[config.mk]
export PLATFORM = sky130hd
export DESIGN_NAME = bsr_sipo_deser
export DESIGN_NICKNAME = d
export VERILOG_FILES = /design/src/rtl/bsr_pkg.sv /design/src/rtl/bsr_bit_counter.sv /design/src/rtl/bsr_sipo_deser.sv
export SDC_FILE = /design/constraint.sdc
export NUM_CORES = 1
export LEC_CHECK = 0
export CAP_MARGIN = 15
export CORE_MARGIN = 5
export CORE_UTILIZATION = 50
export DETAILED_ROUTE_END_ITERATION = 6
export PLACE_DENSITY = 0.82
export SLEW_MARGIN = 20
export SYNTH_ARGS = -nofsm -noshare
export SYNTH_HDL_FRONTEND = slang
export SYNTH_SLANG_ARGS = --single-unit
[constraint.sdc]
create_clock -name clk -period 3.5 [get_ports clk]
set_input_delay 0.525 -clock clk [delete_from_list [all_inputs] [get_ports clk]]
set_output_delay 0.525 -clock clk [all_outputs]
set_load 0.005 [all_outputs]
[src/rtl/bsr_pkg.sv]
// Shared definitions for the bidirectional shift-register serializer/deserializer pair.
package bsr_pkg;

    localparam logic MODE_LSB_FIRST    = 1'b0;
    localparam logic MODE_MSB_FIRST    = 1'b1;
    localparam int   BSR_DEFAULT_WIDTH = 4;

    typedef enum logic {
        ST_EMPTY = 1'b0,
        ST_FULL  = 1'b1
    } bsr_out_state_e;

    function automatic int bsr_cnt_w(input int width);
        return (width < 2) ? 1 : $clog2(width);
    endfunction

endpackage

[src/rtl/bsr_bit_counter.sv]
// Bit position counter shared by the serializer and deserializer control paths.
module bsr_bit_counter
    import bsr_pkg::*;
#(
    parameter  int WIDTH = BSR_DEFAULT_WIDTH,
    localparam int CW    = bsr_cnt_w(WIDTH)
) (
    input  logic          clk,
    input  logic          rst,
    input  logic          en,
    input  logic          clr,
    output logic [CW-1:0] cnt,
    output logic          busy,
    output logic          last
);

    logic [CW-1:0] cnt_q, cnt_d;
    logic          busy_q;

    assign last = (cnt_q == CW'(WIDTH - 1));

    // Wrap is explicit so non-power-of-two widths behave the same as powers of two.
    always_comb begin
        cnt_d = cnt_q;
        if (clr) begin
            cnt_d = '0;
        end else if (en) begin
            cnt_d = last ? '0 : cnt_q + CW'(1);
        end
    end

    always_ff @(posedge clk or posedge rst) begin
        if (rst) begin
            cnt_q  <= '0;
            busy_q <= 1'b0;
        end else begin
            cnt_q  <= cnt_d;
            busy_q <= (cnt_d != '0);
        end
    end

    assign cnt  = cnt_q;
    assign busy = busy_q;

endmodule

[src/rtl/bsr_sipo_deser.sv]
// Serial-in/parallel-out receive stage: assembles words MSB- or LSB-first and
// offers them on a valid/ready port with sticky overrun on dropped words.
module bsr_sipo_deser
    import bsr_pkg::*;
#(
    parameter  int WIDTH = BSR_DEFAULT_WIDTH,
    localparam int CW    = bsr_cnt_w(WIDTH)
) (
    input  logic             clk,
    input  logic             rst,
    input  logic             clear,
    input  logic             mode,
    input  logic             sin,
    input  logic             sin_en,
    output logic [WIDTH-1:0] pout,
    output logic             pout_valid,
    input  logic             pout_ready,
    output logic             busy,
    output logic             overrun
);

    bsr_out_state_e   state_q, state_d;
    logic [WIDTH-1:0] sh_q, sh_d;
    logic [WIDTH-1:0] pout_q, pout_d;
    logic             mode_lat_q, mode_lat_d;
    logic             overrun_q, overrun_d;
    logic [CW-1:0]    cnt;
    logic             last;
    logic             first_bit;
    logic             eff_mode;
    logic             word_done;
    logic [WIDTH-1:0] shifted;

    bsr_bit_counter #(.WIDTH(WIDTH)) u_cnt (
        .clk  (clk),
        .rst  (rst),
        .en   (sin_en),
        .clr  (clear),
        .cnt  (cnt),
        .busy (busy),
        .last (last)
    );

    assign first_bit = (cnt == '0);
    assign eff_mode  = first_bit ? mode : mode_lat_q;
    assign word_done = sin_en & last;
    assign shifted   = eff_mode ? {sh_q[WIDTH-2:0], sin} : {sin, sh_q[WIDTH-1:1]};

    always_comb begin
        state_d    = state_q;
        sh_d       = sh_q;
        pout_d     = pout_q;
        mode_lat_d = mode_lat_q;
        overrun_d  = overrun_q;
        if (clear) begin
            state_d    = ST_EMPTY;
            sh_d       = '0;
            pout_d     = '0;
            mode_lat_d = MODE_MSB_FIRST;
            overrun_d  = 1'b0;
        end else begin
            if (sin_en) begin
                if (first_bit) mode_lat_d = mode;
                sh_d = word_done ? '0 : shifted;
            end
            // A word completing while the held one is accepted replaces it without loss.
            case (state_q)
                ST_EMPTY: begin
                    if (word_done) begin
                        state_d = ST_FULL;
                        pout_d  = shifted;
                    end
                end
                ST_FULL: begin
                    if (word_done) begin
                        if (pout_ready) pout_d = shifted;
                        else            overrun_d = 1'b1;
                    end else if (pout_ready) begin
                        state_d = ST_EMPTY;
                    end
                end
                default: state_d = ST_EMPTY;
            endcase
        end
    end

    always_ff @(posedge clk or posedge rst) begin
        if (rst) begin
            state_q    <= ST_EMPTY;
            sh_q       <= '0;
            pout_q     <= '0;
            mode_lat_q <= MODE_MSB_FIRST;
            overrun_q  <= 1'b0;
        end else begin
            state_q    <= state_d;
            sh_q       <= sh_d;
            pout_q     <= pout_d;
            mode_lat_q <= mode_lat_d;
            overrun_q  <= overrun_d;
        end
    end

    assign pout       = pout_q;
    assign pout_valid = (state_q == ST_FULL);
    assign overrun    = overrun_q;

endmodule

==> flow_metrics.tcl, run 1 <==
set metrics [dict create \
    status "finished clean" \
    grt_first_pass_wirelength_microns 2130 \
    die-area_sq_um 2150 \
    dpl.hpwl_microns 949 \
    netlist_instances 62 \
    final.setup.tns_ns 0 \
    grt_pass1_vias 522 \
    clkPwrFrac 0.344 \
    coreArea_sq_um 1270 \
    crit_chain "clkdlybuf4s50_1 > and2_1 > and2_1 > a211oi_1" \
    cap_violations 0 \
    clk_path_buf_depth 2 \
    vias 499 \
    p_leak_nw 0.363 \
    ys_ff_latch 14 \
    powerDensity_nw_per_um2 395 \
    root_buffer "clkbuf_4" \
    crit_fanout 11 \
    crit_type "primary input to flip-flop" \
    synthTopCellsByArea "dfrtp_1 (49%), mux2i_1 (7.6%), a21oi_1 (4.6%)" \
    p_int_mw 0.254 \
    hold_viol 0 \
    initial_core_util 0.520 \
    cts_setup_buffers 0 \
    end_kind "flip-flop" \
    clkLatencyLatePin_ns 0.27 \
    dieHeight_microns 46.3 \
    wl_per_cell_microns 13.2 \
    fin_crit_sh 0.486 \
    hold_class "flip-flop to flip-flop" \
    crit_required_ns 3.68 \
    numPortBuffers 13 \
    synth_edf_count 0 \
    num_antenna_cells 0 \
    finish.net_count 87 \
    cts_buffers 3 \
    pwr-share-seq 0.521 \
    synthFlopType "dfrtp_1" \
    max_freq_ghz 0.587 \
    yosys-top-cells-count "dfrtp_1 (13), inv_1 (7), a21oi_1 (6)" \
    cpMostUsedCell "and2_1" \
    syn-num-nets 71 \
    critPathLaunchType "primary input" \
    power.switching_mw 0.0761 \
    yosys.area.top_type_share 0.493 \
    syn_to_final_growth_pct 26.8 \
    p_sw_frac 0.230 \
    firstDrtPassIters 2 \
    max_slew.worst_pin.slew_ns 0.495 \
    grt-ovfl-total 0 \
    routabilityCongestion 0.740 \
    finClkSkew_ns 0.00228 \
    fin_crit_ns 1.70 \
    crit_slowest_cell "clkdlybuf4s50_1" \
    ant_nets 0 \
    peakVddDrop_v 0.000190 \
    cts.sink_count 14 \
    synth_area_leader_cell "dfrtp_1" \
    synth.distinct_cells 20 \
    relSlewSlack 0.670 \
    drive_above_1_share 0.0909 \
    post-route-drc-count 0 \
    pin_count 14 \
    clkTransAtPathRegs_ns 0.08 \
    maxSlewViolCount 0 \
    rsz0062_at_grt "no" \
    grt_max_degree 15 \
    yosysMostFrequentCell "dfrtp_1" \
    yosysWarningCount 0 \
    critPathMaxStageDelay_ns 0.59 \
    crit_arrival_ns 1.88 \
    via_per_inst 5.42 \
    first_iter_violations 7 \
    synth_area_sq_um 659 \
    combPwrFrac 0.135 \
    synth.yosys.seq_area_share 0.533 \
    floorplan.rows 13 \
    track_usage 0.141 \
    htreeDepth 1 \
    hold_slack_ns 0.497 \
    cts_hold_buf 0 \
    wl_microns 1210 \
    antenna_found_initial 0 \
    fp.dieW_microns 46.3 \
    setup_viol_count_final 0 \
    cts_tree "built" \
    cts-resized-gates 0 \
    synth_async_sr_flop_share 1.00 \
    avgSynthCellArea_sq_um 10.6 \
]
==> registers in the layout (all words and copies together), names as in the netlist <==
signal	count
pout_valid	1
mode_lat_q	1
u_cnt.busy	1
u_cnt.cnt	2
sh_q	4
pout	4
overrun	1
==> worst max-delay path: cells and delay by family <==
kind	cells	cell delay, ns
buffers and inverters	1	0.59
and+or+nand+nor	2	0.51
AOI/OAI and AO/OA	1	0.27
==> stage by stage <==
stage | instance area, sq um | utilization | instances | setup slack [ns] | total power [mW]
6_report | 836 | 0.659 | 92 | 1.80 | 0.330
5_1_grt | 836 | 0.659 | 92 | 1.72 | 0.345
4_1_cts | 836 | 0.659 | 92 | 1.80 | 0.332
3_5_place_dp | 800 | 0.630 | 88 | 1.52 | 0.220
3_3_place_gp | 800 | 0.630 | 88 | 1.60 | 0.219
2_1_floorplan | 659 | - | 62 | 2.07 | 0.204
==> worst paths after layout <==
path	depth (start not counted)	slack [ns]	from	endpoint
max	4	1.80	sin_en	pout[2]
min	2	0.50	sh_q[0]	sh_q[0]
max reg2reg	5	1.88	u_cnt.cnt[0]	sh_q[2]
min reg2reg	2	0.50	sh_q[0]	sh_q[0]
max in group asynchronous	2	2.58	rst	mode_lat_q
min in group asynchronous	2	0.57	rst	u_cnt.cnt[0]
==> power by group through the flow <==
stage	combinational, mW	clock (mW)	sequential [mW]
after global routing	0.0503	0.122	0.173
after global placement	0.0440	0	0.175
final	0.0447	0.114	0.172
after floorplan	0.0292	0	0.175
after detailed placement	0.0447	0	0.175
after CTS	0.0450	0.115	0.172
==> final cells by class <==
type                       count  area, sq um
multi-input combinational     39          273
inverter                       7         26.3
tap                           15         18.8
fill                         108          433
clock buffer                   4         36.3
timing repair buffer          13          130
sequential                    14          352
==> cell families after synthesis <==
| group | Yosys count | share of synthesized area |
|---|---|---|
| AOI/OAI and AO/OA | 17 | 0.167 |
| adders and majority gates | 2 | 0.0379 |
| buffers and inverters | 9 | 0.0531 |
| DFF | 14 | 0.533 |
| muxes | 6 | 0.110 |
| and+or+nand+nor | 14 | 0.0987 |
==> cell usage in the layout (no fill, tap or decap) <==
master	instances
a21oi_1	6
ha_1	2
nand2_1	4
a211oi_1	4
o21ai_0	2
mux2i_1	5
nor2_1	4
a21o_2	1
a31oi_1	1
dfstp_2	1
o21a_1	1
nand3_1	2
inv_1	7
clkbuf_8	1
clkdlybuf4s50_1	13
mux2i_4	1
o32ai_1	2
clkbuf_4	3
nand2b_1	2
dfrtp_1	13
and2_1	2
==> routing by layer <==
layer / part of all wire / routed length, microns / track usage / up-vias
met5: 0 / 0 / 0 / -
met1: 0.45 / 546 / 0.159 / 241
met2: 0.50 / 601 / 0.245 / 11
met3: 0.045 / 55 / 0.0352 / 2
li1: - / - / - / 245
met4: 0.0082 / 10 / 0.0682 / 0
(Power assumes the default switching activity.)
==> run 2, diff against run 1 <==
--- a/config.mk
+++ b/config.mk
@@ -7,9 +7,9 @@
 export LEC_CHECK = 0
 export CAP_MARGIN = 15
 export CORE_MARGIN = 5
-export CORE_UTILIZATION = 50
+export CORE_UTILIZATION = 47
 export DETAILED_ROUTE_END_ITERATION = 6
-export PLACE_DENSITY = 0.82
+export PLACE_DENSITY = 0.78
 export SLEW_MARGIN = 20
 export SYNTH_ARGS = -nofsm -noshare
 export SYNTH_HDL_FRONTEND = slang
==> constraint.sdc (replaced) <==
create_clock -name clk -period 1.7 [get_ports clk]
set_input_delay 0.255 -clock clk [delete_from_list [all_inputs] [get_ports clk]]
set_output_delay 0.255 -clock clk [all_outputs]
set_load 0.005 [all_outputs]
==> flow_metrics.tcl, run 2 (synthesis gave the netlist of run 1 again) <==
set metrics [dict create \
    status "finished clean" \
    p_leak_nw 0.373 \
    final.setup.tns_ns 0 \
    htreeDepth 1 \
    cts_tree "built" \
    max_slew.worst_pin.slew_ns 0.540 \
    coreArea_sq_um 1320 \
    crit-reg2reg-capture "sh_q[2]" \
    place_area_sq_um 815 \
    maxSlewViolCount 0 \
    use_met2 0.238 \
    initial_core_util 0.500 \
    clkTransAtPathRegs_ns 0.09 \
    fin_crit_ns 1.62 \
    routabilityCongestion 0.808 \
    antenna_found_initial 0 \
    post-route-drc-count 0 \
    via_per_inst 5.45 \
    hold_viol 0 \
    pwr-share-seq 0.507 \
    cap_violations 0 \
    hold_class "primary input to async pin" \
    powerDensity_nw_per_um2 819 \
    root_buffer "clkbuf_4" \
    combPwrFrac 0.143 \
    r2r_cells 5 \
    max_freq_ghz 0.618 \
    clkPwrFrac 0.350 \
    regToRegStartpoint "u_cnt.cnt[0]" \
    relSlewSlack 0.640 \
    power.switching_mw 0.171 \
    grt_first_pass_wirelength_microns 2240 \
    dieHeight_microns 47.5 \
    firstDrtPassIters 4 \
    first_iter_violations 14 \
    hold_slack_ns 0.313 \
    clkLatencyLatePin_ns 0.28 \
    finClkSkew_ns 0.00234 \
    p_int_mw 0.528 \
    cts_buffers 3 \
    crit_end "sh_q[2]" \
    drive_above_1_share 0.127 \
    ant_nets 0 \
    dp.cells 90 \
    die-area_sq_um 2250 \
    nFillCells 98 \
    vias 512 \
    grt_use_met3 0.0489 \
    grt_pass1_vias 513 \
    crit_required_ns 1.86 \
    num_antenna_cells 0 \
    floorplan.rows 13 \
    instances_no_fill 94 \
    critPathLaunchType "flip-flop" \
    crit_fanout 5 \
    p_sw_frac 0.245 \
    syn_to_final_growth_pct 29.6 \
    wl_microns 1400 \
    cp-startpoint "u_cnt.cnt[0]" \
    clk_path_buf_depth 2 \
    fp.dieW_microns 47.5 \
    dpl.hpwl_microns 1060 \
    grt-ovfl-total 0 \
    pin_count 14 \
    cts.sink_count 14 \
    rsz0062_at_grt "no" \
    track_usage 0.149 \
    cts_hold_buf 0 \
    setup_viol_count_final 0 \
    r2r_slack_ns 0.08 \
    finish.net_count 89 \
    fin_crit_sh 0.951 \
    grt_max_degree 15 \
    end_kind "flip-flop" \
    final_area_sq_um 855 \
    crit_type "flip-flop to flip-flop" \
    peakVddDrop_v 0.000456 \
    numPortBuffers 13 \
    crit_arrival_ns 1.78 \
    layout_common_cells "clkdlybuf4s50_1 (13), dfrtp_1 (13), inv_1 (7)" \
    busiest_layer "met2" \
    wl_per_cell_microns 14.9 \
    use_met1 0.182 \
]
[run 2: cell types whose count changed in the layout (fill, tap and decap cells not counted), sizes merged]
cell  previous run  this run
buf              0         2
[run 2: layer usage]
layer	part of all wire	routed length [microns]
met5	0	0
met4	0.0072	10
met2	0.48	665
met3	0.069	97
met1	0.45	624
[run 2: worst min-delay path by stage]
| stage | endpoint | slack (ns) |
|---|---|---|
| finish | pout_valid | 0.31 |
| global route | pout_valid | 0.35 |
| CTS | pout_valid | 0.33 |
| detailed placement | sh_q[0] | 0.48 |
| global placement | sh_q[0] | 0.47 |
| floorplan | overrun | 0.14 |
[run 2: what timing repair did]
| item | 4_1_cts | 5_1_grt |
|---|---|---|
| setup endpoints to repair | 0 | 1 |
| gates resized for setup | 0 | 1 |
| setup buffers | 0 | 0 |
[run 2: area by class of cell]
cell class                      count  area, sq um  share of cell area
Sequential cell                    14          352               0.411
Inverter                            7         26.3              0.0307
Timing Repair Buffer               15          145               0.170
Multi-Input combinational cell     39          277               0.324
Clock buffer                        4         36.3              0.0425
Tap cell                           15         18.8              0.0220
[run 2: stage by stage]
stage,util,power (mW),worst slack [ns]
6_report,0.649,0.700,0.0826
3_3_place_gp,0.618,0.455,0.158
3_5_place_dp,0.618,0.459,0.118
5_1_grt,0.649,0.732,0.00795
4_1_cts,0.646,0.698,0.0997
2_1_floorplan,-,0.420,0.272
[run 2: power groups by stage]
stage | Sequential [mW] | Combinational [mW] | Clock, mW
2_1_floorplan | 0.360 | 0.0600 | 0
3_3_place_gp | 0.360 | 0.0953 | 0
4_1_cts | 0.354 | 0.0986 | 0.245
3_5_place_dp | 0.361 | 0.0979 | 0
5_1_grt | 0.356 | 0.109 | 0.267
6_report | 0.354 | 0.100 | 0.245
[run 2: worst max-delay path: stages, from the launching register on]
cell and delay, ns:
dfrtp_1 0.41, inv_1 0.09, ha_1 0.21, mux2i_4 0.34
mux2i_1 0.31, o32ai_1 0.13
